## src/rtl/life_cmd_sched_if.sv

```systemverilog
// life_cmd_sched_if
//   Host-side request/response bundle for life_cmd_sched.
//   master : host control logic (drives requests, receives responses)
//   slave  : the scheduler (accepts requests, returns responses)
//   Signals:
//     host_valid  request valid
//     host_ready  scheduler accepts the request this cycle
//     host_we     1 = write, 0 = read
//     host_x/y    cell address
//     host_wdata  write data
//     rsp_valid   one-cycle pulse: read data valid or write acknowledged
//     rsp_rdata   read data, held until the next read response
interface life_cmd_sched_if #(
  parameter int N_PX_BITS     = 4,
  parameter int N_PY_BITS     = 4,
  parameter int PE_STATE_BITS = 1
);
  logic                     host_valid;
  logic                     host_ready;
  logic                     host_we;
  logic [N_PX_BITS-1:0]     host_x;
  logic [N_PY_BITS-1:0]     host_y;
  logic [PE_STATE_BITS-1:0] host_wdata;
  logic                     rsp_valid;
  logic [PE_STATE_BITS-1:0] rsp_rdata;

  modport master (
    output host_valid, host_we, host_x, host_y, host_wdata,
    input  host_ready, rsp_valid, rsp_rdata
  );

  modport slave (
    input  host_valid, host_we, host_x, host_y, host_wdata,
    output host_ready, rsp_valid, rsp_rdata
  );
endinterface

```

## src/rtl/life_cmd_sched.sv

```systemverilog
// life_cmd_sched
//   Shares the pe_array command/address port between host cell read/write
//   requests and generation-step requests (Timer trigger while free-running,
//   or a single-step pulse). Runs each command to completion, times out
//   writes that never get pe_written, and returns read data. All outputs
//   are registered.
//
//   Ports:
//     clk, rst          clock, asynchronous active-high reset
//     trigger, run      Timer tick; trigger requests a step only when run=1
//     step_req          single-step request, honoured regardless of run
//     host              life_cmd_sched_if.slave (request + response)
//     err_timeout       sticky write-ack timeout, cleared only by rst
//     busy              a command is in progress
//     pe_cmd            opcode to pe_array
//     pe_adr_x/y        cell address to pe_array
//     pe_state_o        write data to pe_array
//     pe_state_i        read data from pe_array
//     pe_written        write-complete from pe_array
//
//   Optional build macro LIFE_SCHED_GEN_CNT_EN adds:
//     gen_count [15:0]  completed steps, wrapping
//     step_drop [7:0]   step requests merged into an already pending one,
//                       saturating
module life_cmd_sched #(
  parameter int N_PX_BITS     = 4,
  parameter int N_PY_BITS     = 4,
  parameter int PE_STATE_BITS = 1,
  parameter int PE_CMD_BITS   = 2,
  parameter int STEP_CYCLES   = 2,
  parameter int RD_LAT        = 1,
  parameter int WR_TIMEOUT    = 15
) (
  input  logic                     clk,
  input  logic                     rst,
  input  logic                     trigger,
  input  logic                     run,
  input  logic                     step_req,
  life_cmd_sched_if.slave          host,
  output logic                     err_timeout,
  output logic                     busy,
  output logic [PE_CMD_BITS-1:0]   pe_cmd,
  output logic [N_PX_BITS-1:0]     pe_adr_x,
  output logic [N_PY_BITS-1:0]     pe_adr_y,
  output logic [PE_STATE_BITS-1:0] pe_state_o,
  input  logic [PE_STATE_BITS-1:0] pe_state_i,
  input  logic                     pe_written
`ifdef LIFE_SCHED_GEN_CNT_EN
  ,
  output logic [15:0]              gen_count,
  output logic [7:0]               step_drop
`endif
);

  localparam logic [PE_CMD_BITS-1:0] CMD_NOP   = PE_CMD_BITS'(2'd0);
  localparam logic [PE_CMD_BITS-1:0] CMD_STEP  = PE_CMD_BITS'(2'd1);
  localparam logic [PE_CMD_BITS-1:0] CMD_WRITE = PE_CMD_BITS'(2'd2);
  localparam logic [PE_CMD_BITS-1:0] CMD_READ  = PE_CMD_BITS'(2'd3);

  // Counter values on the final cycle of each state.
  localparam logic [7:0] WR_LAST   = 8'(WR_TIMEOUT - 1);
  localparam logic [7:0] RD_LAST   = 8'(RD_LAT - 1);
  localparam logic [7:0] STEP_LAST = 8'(STEP_CYCLES - 1);

  typedef enum logic [1:0] {
    ST_IDLE = 2'd0,
    ST_WR   = 2'd1,
    ST_RD   = 2'd2,
    ST_STEP = 2'd3
  } state_t;

  state_t                   state_r, state_s;
  logic [7:0]               cnt_r, cnt_s;
  logic                     step_pend_r, step_pend_s;
  logic                     last_host_r, last_host_s;  // 1 = last grant went to the host
  logic                     step_set_s;
  logic                     grant_host_s, grant_step_s;
  logic                     wr_ack_s, wr_to_s, rd_done_s;
  logic                     host_ready_r, host_ready_s;
  logic                     rsp_valid_r, rsp_valid_s;
  logic                     busy_s;
  logic [PE_CMD_BITS-1:0]   pe_cmd_s;
  logic [PE_STATE_BITS-1:0] rsp_rdata_r;

  assign host.host_ready = host_ready_r;
  assign host.rsp_valid  = rsp_valid_r;
  assign host.rsp_rdata  = rsp_rdata_r;

  // State register plus arbitration bookkeeping.
  always_ff @(posedge clk or posedge rst) begin
    if (rst) begin
      state_r     <= ST_IDLE;
      cnt_r       <= 8'd0;
      step_pend_r <= 1'b0;
      last_host_r <= 1'b1;
    end else begin
      state_r     <= state_s;
      cnt_r       <= cnt_s;
      step_pend_r <= step_pend_s;
      last_host_r <= last_host_s;
    end
  end

  // Next-state logic: arbitration in IDLE, command sequencing elsewhere.
  always_comb begin
    state_s      = state_r;
    grant_host_s = 1'b0;
    grant_step_s = 1'b0;
    wr_ack_s     = 1'b0;
    wr_to_s      = 1'b0;
    rd_done_s    = 1'b0;
    case (state_r)
      ST_IDLE: begin
        // host_ready already encodes the round-robin decision, so a valid
        // host request seen with ready high always wins over the step.
        if (host.host_valid && host_ready_r) begin
          grant_host_s = 1'b1;
          state_s      = host.host_we ? ST_WR : ST_RD;
        end else if (step_pend_r) begin
          grant_step_s = 1'b1;
          state_s      = ST_STEP;
        end else begin
          state_s = ST_IDLE;
        end
      end
      ST_WR: begin
        if (pe_written) begin
          wr_ack_s = 1'b1;
          state_s  = ST_IDLE;
        end else if (cnt_r == WR_LAST) begin
          wr_to_s = 1'b1;
          state_s = ST_IDLE;
        end else begin
          state_s = ST_WR;
        end
      end
      ST_RD: begin
        if (cnt_r == RD_LAST) begin
          rd_done_s = 1'b1;
          state_s   = ST_IDLE;
        end else begin
          state_s = ST_RD;
        end
      end
      ST_STEP: begin
        if (cnt_r == STEP_LAST) begin
          state_s = ST_IDLE;
        end else begin
          state_s = ST_STEP;
        end
      end
      default: state_s = ST_IDLE;
    endcase

    // Cycle counter runs only while staying inside a command.
    if ((state_r != ST_IDLE) && (state_s != ST_IDLE)) begin
      cnt_s = cnt_r + 8'd1;
    end else begin
      cnt_s = 8'd0;
    end

    // A new request in the grant cycle re-arms the pending flag.
    step_set_s  = (trigger & run) | step_req;
    step_pend_s = step_set_s | (step_pend_r & ~grant_step_s);

    if (grant_host_s) begin
      last_host_s = 1'b1;
    end else if (grant_step_s) begin
      last_host_s = 1'b0;
    end else begin
      last_host_s = last_host_r;
    end
  end

  // Output decode for the coming cycle, registered below.
  always_comb begin
    case (state_s)
      ST_WR:   pe_cmd_s = CMD_WRITE;
      ST_RD:   pe_cmd_s = CMD_READ;
      ST_STEP: pe_cmd_s = CMD_STEP;
      default: pe_cmd_s = CMD_NOP;
    endcase
    busy_s      = (state_s != ST_IDLE);
    rsp_valid_s = wr_ack_s | wr_to_s | rd_done_s;
    // Host is offered the port unless a pending step is owed its turn.
    host_ready_s = (state_s == ST_IDLE) && !(step_pend_s && last_host_s);
  end

  // Registered outputs and captured host address/data.
  always_ff @(posedge clk or posedge rst) begin
    if (rst) begin
      pe_cmd       <= CMD_NOP;
      busy         <= 1'b0;
      host_ready_r <= 1'b0;
      rsp_valid_r  <= 1'b0;
      rsp_rdata_r  <= '0;
      err_timeout  <= 1'b0;
      pe_adr_x     <= '0;
      pe_adr_y     <= '0;
      pe_state_o   <= '0;
    end else begin
      pe_cmd       <= pe_cmd_s;
      busy         <= busy_s;
      host_ready_r <= host_ready_s;
      rsp_valid_r  <= rsp_valid_s;
      if (rd_done_s) begin
        rsp_rdata_r <= pe_state_i;
      end
      if (wr_to_s) begin
        err_timeout <= 1'b1;
      end
      if (grant_host_s) begin
        pe_adr_x   <= host.host_x;
        pe_adr_y   <= host.host_y;
        pe_state_o <= host.host_wdata;
      end
    end
  end

`ifdef LIFE_SCHED_GEN_CNT_EN
  // Generation counter and merged-request counter.
  always_ff @(posedge clk or posedge rst) begin
    if (rst) begin
      gen_count <= 16'd0;
      step_drop <= 8'd0;
    end else begin
      if ((state_r == ST_STEP) && (state_s == ST_IDLE)) begin
        gen_count <= gen_count + 16'd1;
      end
      if (step_set_s && step_pend_r && !grant_step_s && (step_drop != 8'hFF)) begin
        step_drop <= step_drop + 8'd1;
      end
    end
  end
`endif

endmodule
```

## src/flat_wrapper.sv

```systemverilog
// flat-port wrapper written by rule: the top's interface ports become plain ports
module life_cmd_sched_flat 
#(
  parameter int N_PX_BITS     = 4,
  parameter int N_PY_BITS     = 4,
  parameter int PE_STATE_BITS = 1,
  parameter int PE_CMD_BITS   = 2,
  parameter int STEP_CYCLES   = 2,
  parameter int RD_LAT        = 1,
  parameter int WR_TIMEOUT    = 15
)
  (clk, rst, trigger, run, step_req, err_timeout, busy, pe_cmd, pe_adr_x, pe_adr_y, pe_state_o, pe_state_i, pe_written, host_host_valid, host_host_we, host_host_x, host_host_y, host_host_wdata, host_host_ready, host_rsp_valid, host_rsp_rdata);
  life_cmd_sched_if #(.N_PX_BITS(N_PX_BITS), .N_PY_BITS(N_PY_BITS), .PE_STATE_BITS(PE_STATE_BITS)) host_i ();
  input  logic clk;
  input  logic rst;
  input  logic trigger;
  input  logic run;
  input  logic step_req;
  output logic err_timeout;
  output logic busy;
  output logic [PE_CMD_BITS-1:0] pe_cmd;
  output logic [N_PX_BITS-1:0] pe_adr_x;
  output logic [N_PY_BITS-1:0] pe_adr_y;
  output logic [PE_STATE_BITS-1:0] pe_state_o;
  input  logic [PE_STATE_BITS-1:0] pe_state_i;
  input  logic pe_written;
  input wire logic [$bits(host_i.host_valid)-1:0] host_host_valid;
  input wire logic [$bits(host_i.host_we)-1:0] host_host_we;
  input wire logic [$bits(host_i.host_x)-1:0] host_host_x;
  input wire logic [$bits(host_i.host_y)-1:0] host_host_y;
  input wire logic [$bits(host_i.host_wdata)-1:0] host_host_wdata;
  output wire logic [$bits(host_i.host_ready)-1:0] host_host_ready;
  output wire logic [$bits(host_i.rsp_valid)-1:0] host_rsp_valid;
  output wire logic [$bits(host_i.rsp_rdata)-1:0] host_rsp_rdata;
  assign host_i.host_valid = host_host_valid;
  assign host_i.host_we = host_host_we;
  assign host_i.host_x = host_host_x;
  assign host_i.host_y = host_host_y;
  assign host_i.host_wdata = host_host_wdata;
  assign host_host_ready = host_i.host_ready;
  assign host_rsp_valid = host_i.rsp_valid;
  assign host_rsp_rdata = host_i.rsp_rdata;
  life_cmd_sched #(.N_PX_BITS(N_PX_BITS), .N_PY_BITS(N_PY_BITS), .PE_STATE_BITS(PE_STATE_BITS), .PE_CMD_BITS(PE_CMD_BITS), .STEP_CYCLES(STEP_CYCLES), .RD_LAT(RD_LAT), .WR_TIMEOUT(WR_TIMEOUT)) u_core (.clk(clk), .rst(rst), .trigger(trigger), .run(run), .step_req(step_req), .host(host_i), .err_timeout(err_timeout), .busy(busy), .pe_cmd(pe_cmd), .pe_adr_x(pe_adr_x), .pe_adr_y(pe_adr_y), .pe_state_o(pe_state_o), .pe_state_i(pe_state_i), .pe_written(pe_written));
endmodule
```

## config.mk

```make
export PLATFORM = sky130hd
export DESIGN_NAME = life_cmd_sched_flat
export DESIGN_NICKNAME = d
export VERILOG_FILES = /design/src/rtl/life_cmd_sched_if.sv /design/src/rtl/life_cmd_sched.sv /design/src/flat_wrapper.sv
export SDC_FILE = /design/constraint.sdc
export NUM_CORES = 1
export LEC_CHECK = 0
export CORE_MARGIN = 8
export CORE_UTILIZATION = 48
export DETAILED_ROUTE_END_ITERATION = 10
export PLACE_DENSITY = 0.82
export SKIP_LAST_GASP = 1
export SLEW_MARGIN = 0
export SYNTH_ARGS = -nofsm -noshare
export SYNTH_HDL_FRONTEND = slang
export SYNTH_SLANG_ARGS = --single-unit
```

## constraint.sdc

```tcl
create_clock -name clk -period 2.85 [get_ports clk]
set_clock_uncertainty 0.2 [all_clocks]
set_input_delay 0.285 -clock clk [delete_from_list [all_inputs] [get_ports clk]]
set_output_delay 0.285 -clock clk [all_outputs]
set_load 0.01 [all_outputs]
```

==> metrics.md <==
| Metric | Value |
|---|---|
| Status | completed |
| TNS Setup | 0 ps |
| Starting Density | 0.4968 |
| CP Launch Type | flop |
| Crit path required time | 2860 ps |
| Register area share after synthesis | 0.5214 |
| Area grow syn2layout | 29.28% |
| CTS Hold Bufs | 0 |
| Max VDD drop | between 500 and 600 µV |
| Ant diodes | 0 |
| Post-CTS Setup Bufs | 0 |
| Fin crit share | 0.8531 |
| Worst-Skew Late Latency | between 300 and 400 ps |
| Gr usage total | 0.1270 |
| CP max stage delay | 470 ps |
| Kind of end point of the critical path | flop |
| Critical path fanouts, max | 6 |
| Worst Max-Slew Pin Slew | 736.7 ps |
| # rows | 19 |
| Routability cong. | between 0.8 and 0.9 |
| ANT nets after route | 0 |
| Syn_area_per_cell | roughly 12 µm² |
| Endpoints failing setup | 0 |
| Crit path cell chain | nor4_4 -> a41oi_1 -> o211ai_1 -> ha_1 -> inv_1 -> o21ai_0 -> nor2_1 |
| DRC errors left | 0 |
| Largest net degree at the start of global routing | 29 |
| Leak | between 0.0007 and 0.0008 µW |
| Post-Synthesis Cells | roughly 110 |
| Port bufs | 33 |
| Seq cells post-synth | 28 |
| Number of global-route vias before repair | about 1000 |
| Reg2reg path depth | 7 |
| Starting DRT DRC Count | 48 |
| TritonCTS Buffers | 3 |
| I/O pin count | 34 |
| Post-Syn Area | ~1300 µm² |
| Power Density | 927.6 nW/µm² |
| Max Cap Viol | 0 |
| Drt total wl | approximately 2.7 mm |
| Global-route wire length before repair | roughly 4.7 mm |
| Clock root cell | clkbuf_4 |
| Die area | ~4800 µm² |
| Die Wd | slightly below 70 µm |
| Post-route cell area | between 1500 and 2000 µm² |
| DR pass1 iterations | 4 |
| R2R Setup Slk | 420 ps |
| Initial antenna violation count | 0 |
| Hold Vio Cnt, Final | 0 |
| Post-cts resize count | 0 |
| CTS Sinks | 28 |
| CP bufs+invs | 1 |
| Reg-to-reg startpoint | u_core.cnt_r[4] |
| Mean number of vias per cell | between 5 and 6 |
| RSZ-0062 raised after global routing | no |
| Critical path class | flop to flop |
| CP top delay family | compound AO/OA/AOI/OAI gates |
| Setup slack after layout | ~420 ps |
| Max-slew violation count | 0 |
| GR Overflow Total | 0 |
| Hpwl dp | 2.133 mm |
| Ratio of cells with drive above 1 in the final layout | 0.1554 |
| Die Height | ~69 µm |
| Syn nets | between 100 and 150 |
| Placed Area | around 1700 µm² |
| Warnings, synthesis | 0 |
| H-tree depth | 1 |
| Nets | around 180 |
| Clock tree buffer depth | 2 |
| Core Util, Final | 0.6422 |
| Worst r2r dst | u_core.cnt_r[4] |
| Vias | about 980 |
| Distinct cells, synth | 37 |
| Fmax | 411.3 MHz |
| Core footprint | 2710 µm² |
| Slowest CP cell | dfrtp_1 |
| Tmin final | between 2000 and 2500 ps |
| TritonCTS clock tree | done |
| WL/cell | 15.28 µm |
| Worst hold slack | about 89 ps |
| Hold crit path type | input port to asynchronous set/reset pin |
| Worst-path clk slew | around 150 ps |
| Setup slack at placement | 380.5 ps |
| Rel. slew slack | 0.5037 |
| Worst EP arrival | 2440 ps |
## metrics by stage
stage / total power [µW] / cells
2_1_floorplan: 1109 / 113
3_3_place_gp: 1408 / 175
3_5_place_dp: 1435 / 175
4_1_cts: 1630 / 179
5_1_grt: 1745 / 179
6_report: 1614 / 179
## Yosys cell counts
| cell | n | area (µm²) |
|---|---|---|
| o31ai_1 | 1 | 7.510 |
| or2_2 | 2 | 12.51 |
| a32o_1 | 1 | 10.01 |
| a21o_1 | 1 | 7.510 |
| dfrtp_1 | 27 | 675.7 |
| xor2_1 | 2 | 17.52 |
| nor4_4 | 1 | 21.27 |
| nor2b_1 | 1 | 6.260 |
| clkbuf_2 | 1 | 5.000 |
| and2_1 | 2 | 12.51 |
| nand2_1 | 1 | 3.750 |
| nor4bb_1 | 1 | 10.01 |
| mux2_2 | 9 | 101.4 |
| ha_1 | 8 | 100.1 |
| nand4_2 | 1 | 12.51 |
| buf_2 | 1 | 5.000 |
| nand4_1 | 3 | 18.77 |
| a21boi_1 | 1 | 7.510 |
| a21oi_1 | 3 | 15.01 |
| or3_1 | 3 | 18.77 |
| inv_1 | 8 | 30.03 |
| o221ai_1 | 1 | 8.760 |
| nand3_1 | 5 | 25.02 |
| mux2_4 | 1 | 15.01 |
| dfstp_2 | 1 | 26.28 |
| o21ai_0 | 5 | 25.02 |
| nor2_1 | 9 | 33.78 |
| a32oi_1 | 1 | 8.760 |
| o211ai_1 | 2 | 15.01 |
| xnor2_1 | 1 | 8.760 |
| buf_6 | 2 | 22.52 |
| a41oi_1 | 1 | 8.760 |
| or3b_2 | 1 | 8.760 |
| o211a_1 | 1 | 10.01 |
| a221o_1 | 1 | 10.01 |
| a211o_1 | 1 | 8.760 |
| nand2b_1 | 2 | 12.51 |
## how the worst max path moves through the flow
stage               depth (start not counted)              end            start
finish                                      7  u_core.cnt_r[4]  u_core.cnt_r[4]
global route                                7  u_core.cnt_r[4]  u_core.cnt_r[4]
CTS                                         7  u_core.cnt_r[4]  u_core.cnt_r[5]
detailed placement                          8  u_core.cnt_r[3]  host_host_valid
global placement                            8  u_core.cnt_r[4]  host_host_valid
floorplan                                   7  u_core.cnt_r[2]  u_core.cnt_r[5]
## sequential cells by signal, summed over array words and instances, names as in the netlist
register / flops
u_core.pe_cmd: 2
u_core.err_timeout: 1
u_core.host.rsp_rdata: 1
u_core.state_r: 2
u_core.host.host_ready: 1
u_core.last_host_r: 1
u_core.pe_adr_y: 4
u_core.busy: 1
u_core.pe_state_o: 1
u_core.host.rsp_valid: 1
u_core.cnt_r: 8
u_core.step_pend_r: 1
u_core.pe_adr_x: 4
## per-layer routing
| metal | vias to the layer above | GRT usage | part of all wire |
|---|---|---|---|
| met1 | 470 | 0.1434 | 0.41 |
| met2 | 30 | 0.2175 | 0.48 |
| met5 | - | 0 | 0 |
| met4 | 0 | 0.06015 | 0.014 |
| li1 | 472 | - | - |
| met3 | 4 | 0.03393 | 0.089 |
## power breakdown
part / switching, µW / internal, µW
clock network: 113 / 78.3
registers: 123 / 541
logic: 346 / 413
## cells in the final DEF (no fill, tap or decap)
cell             count
mux2_4               1
nor4bb_2             1
clkbuf_4             3
nand3_1              5
xor2_1               2
nor2b_1              1
nand4_2              1
or2_2                2
xnor2_1              1
nand2_1              1
inv_1                8
ha_1                 8
nand4_1              3
a41oi_1              1
o21ai_0              5
o211ai_1             2
or3_1                3
nor2_1               9
dfrtp_1             27
nand2b_1             2
or3b_2               1
a32o_1               1
o211a_1              1
and2_1               2
a21oi_1              3
a21boi_1             1
a21o_1               1
clkdlybuf4s50_1     33
o31ai_1              1
a32oi_1              1
dfstp_2              1
o221ai_1             1
a221o_1              1
a211o_1              1
nor4_4               1
clkbuf_8             1
buf_4                2
mux2_2               9
## layout make-up
class	instances	area [µm²]
repair buffers	35	345.3
flip-flops and latches	28	701.9
inverters	8	30.03
well taps	31	38.79
multi-input cells	73	588.1
fillers	208	969.7
clock buffers	4	36.28
## tightest hold or removal path, cell delays in order
cell             delay [ps]
clkdlybuf4s50_1         390
inv_1                    50
buf_4                   310
## kinds of logic after synthesis
logic type                 synth area share
muxes                               0.08643
xor gates and xnor gates            0.01952
adders and majority gates           0.07435
and+or+nand+nor                      0.1459
buffers and inverters               0.04646
AOI/OAI and AO/OA                    0.1060
DFF                                  0.5214
No activity file was read; power rests on OpenSTA's default activity.
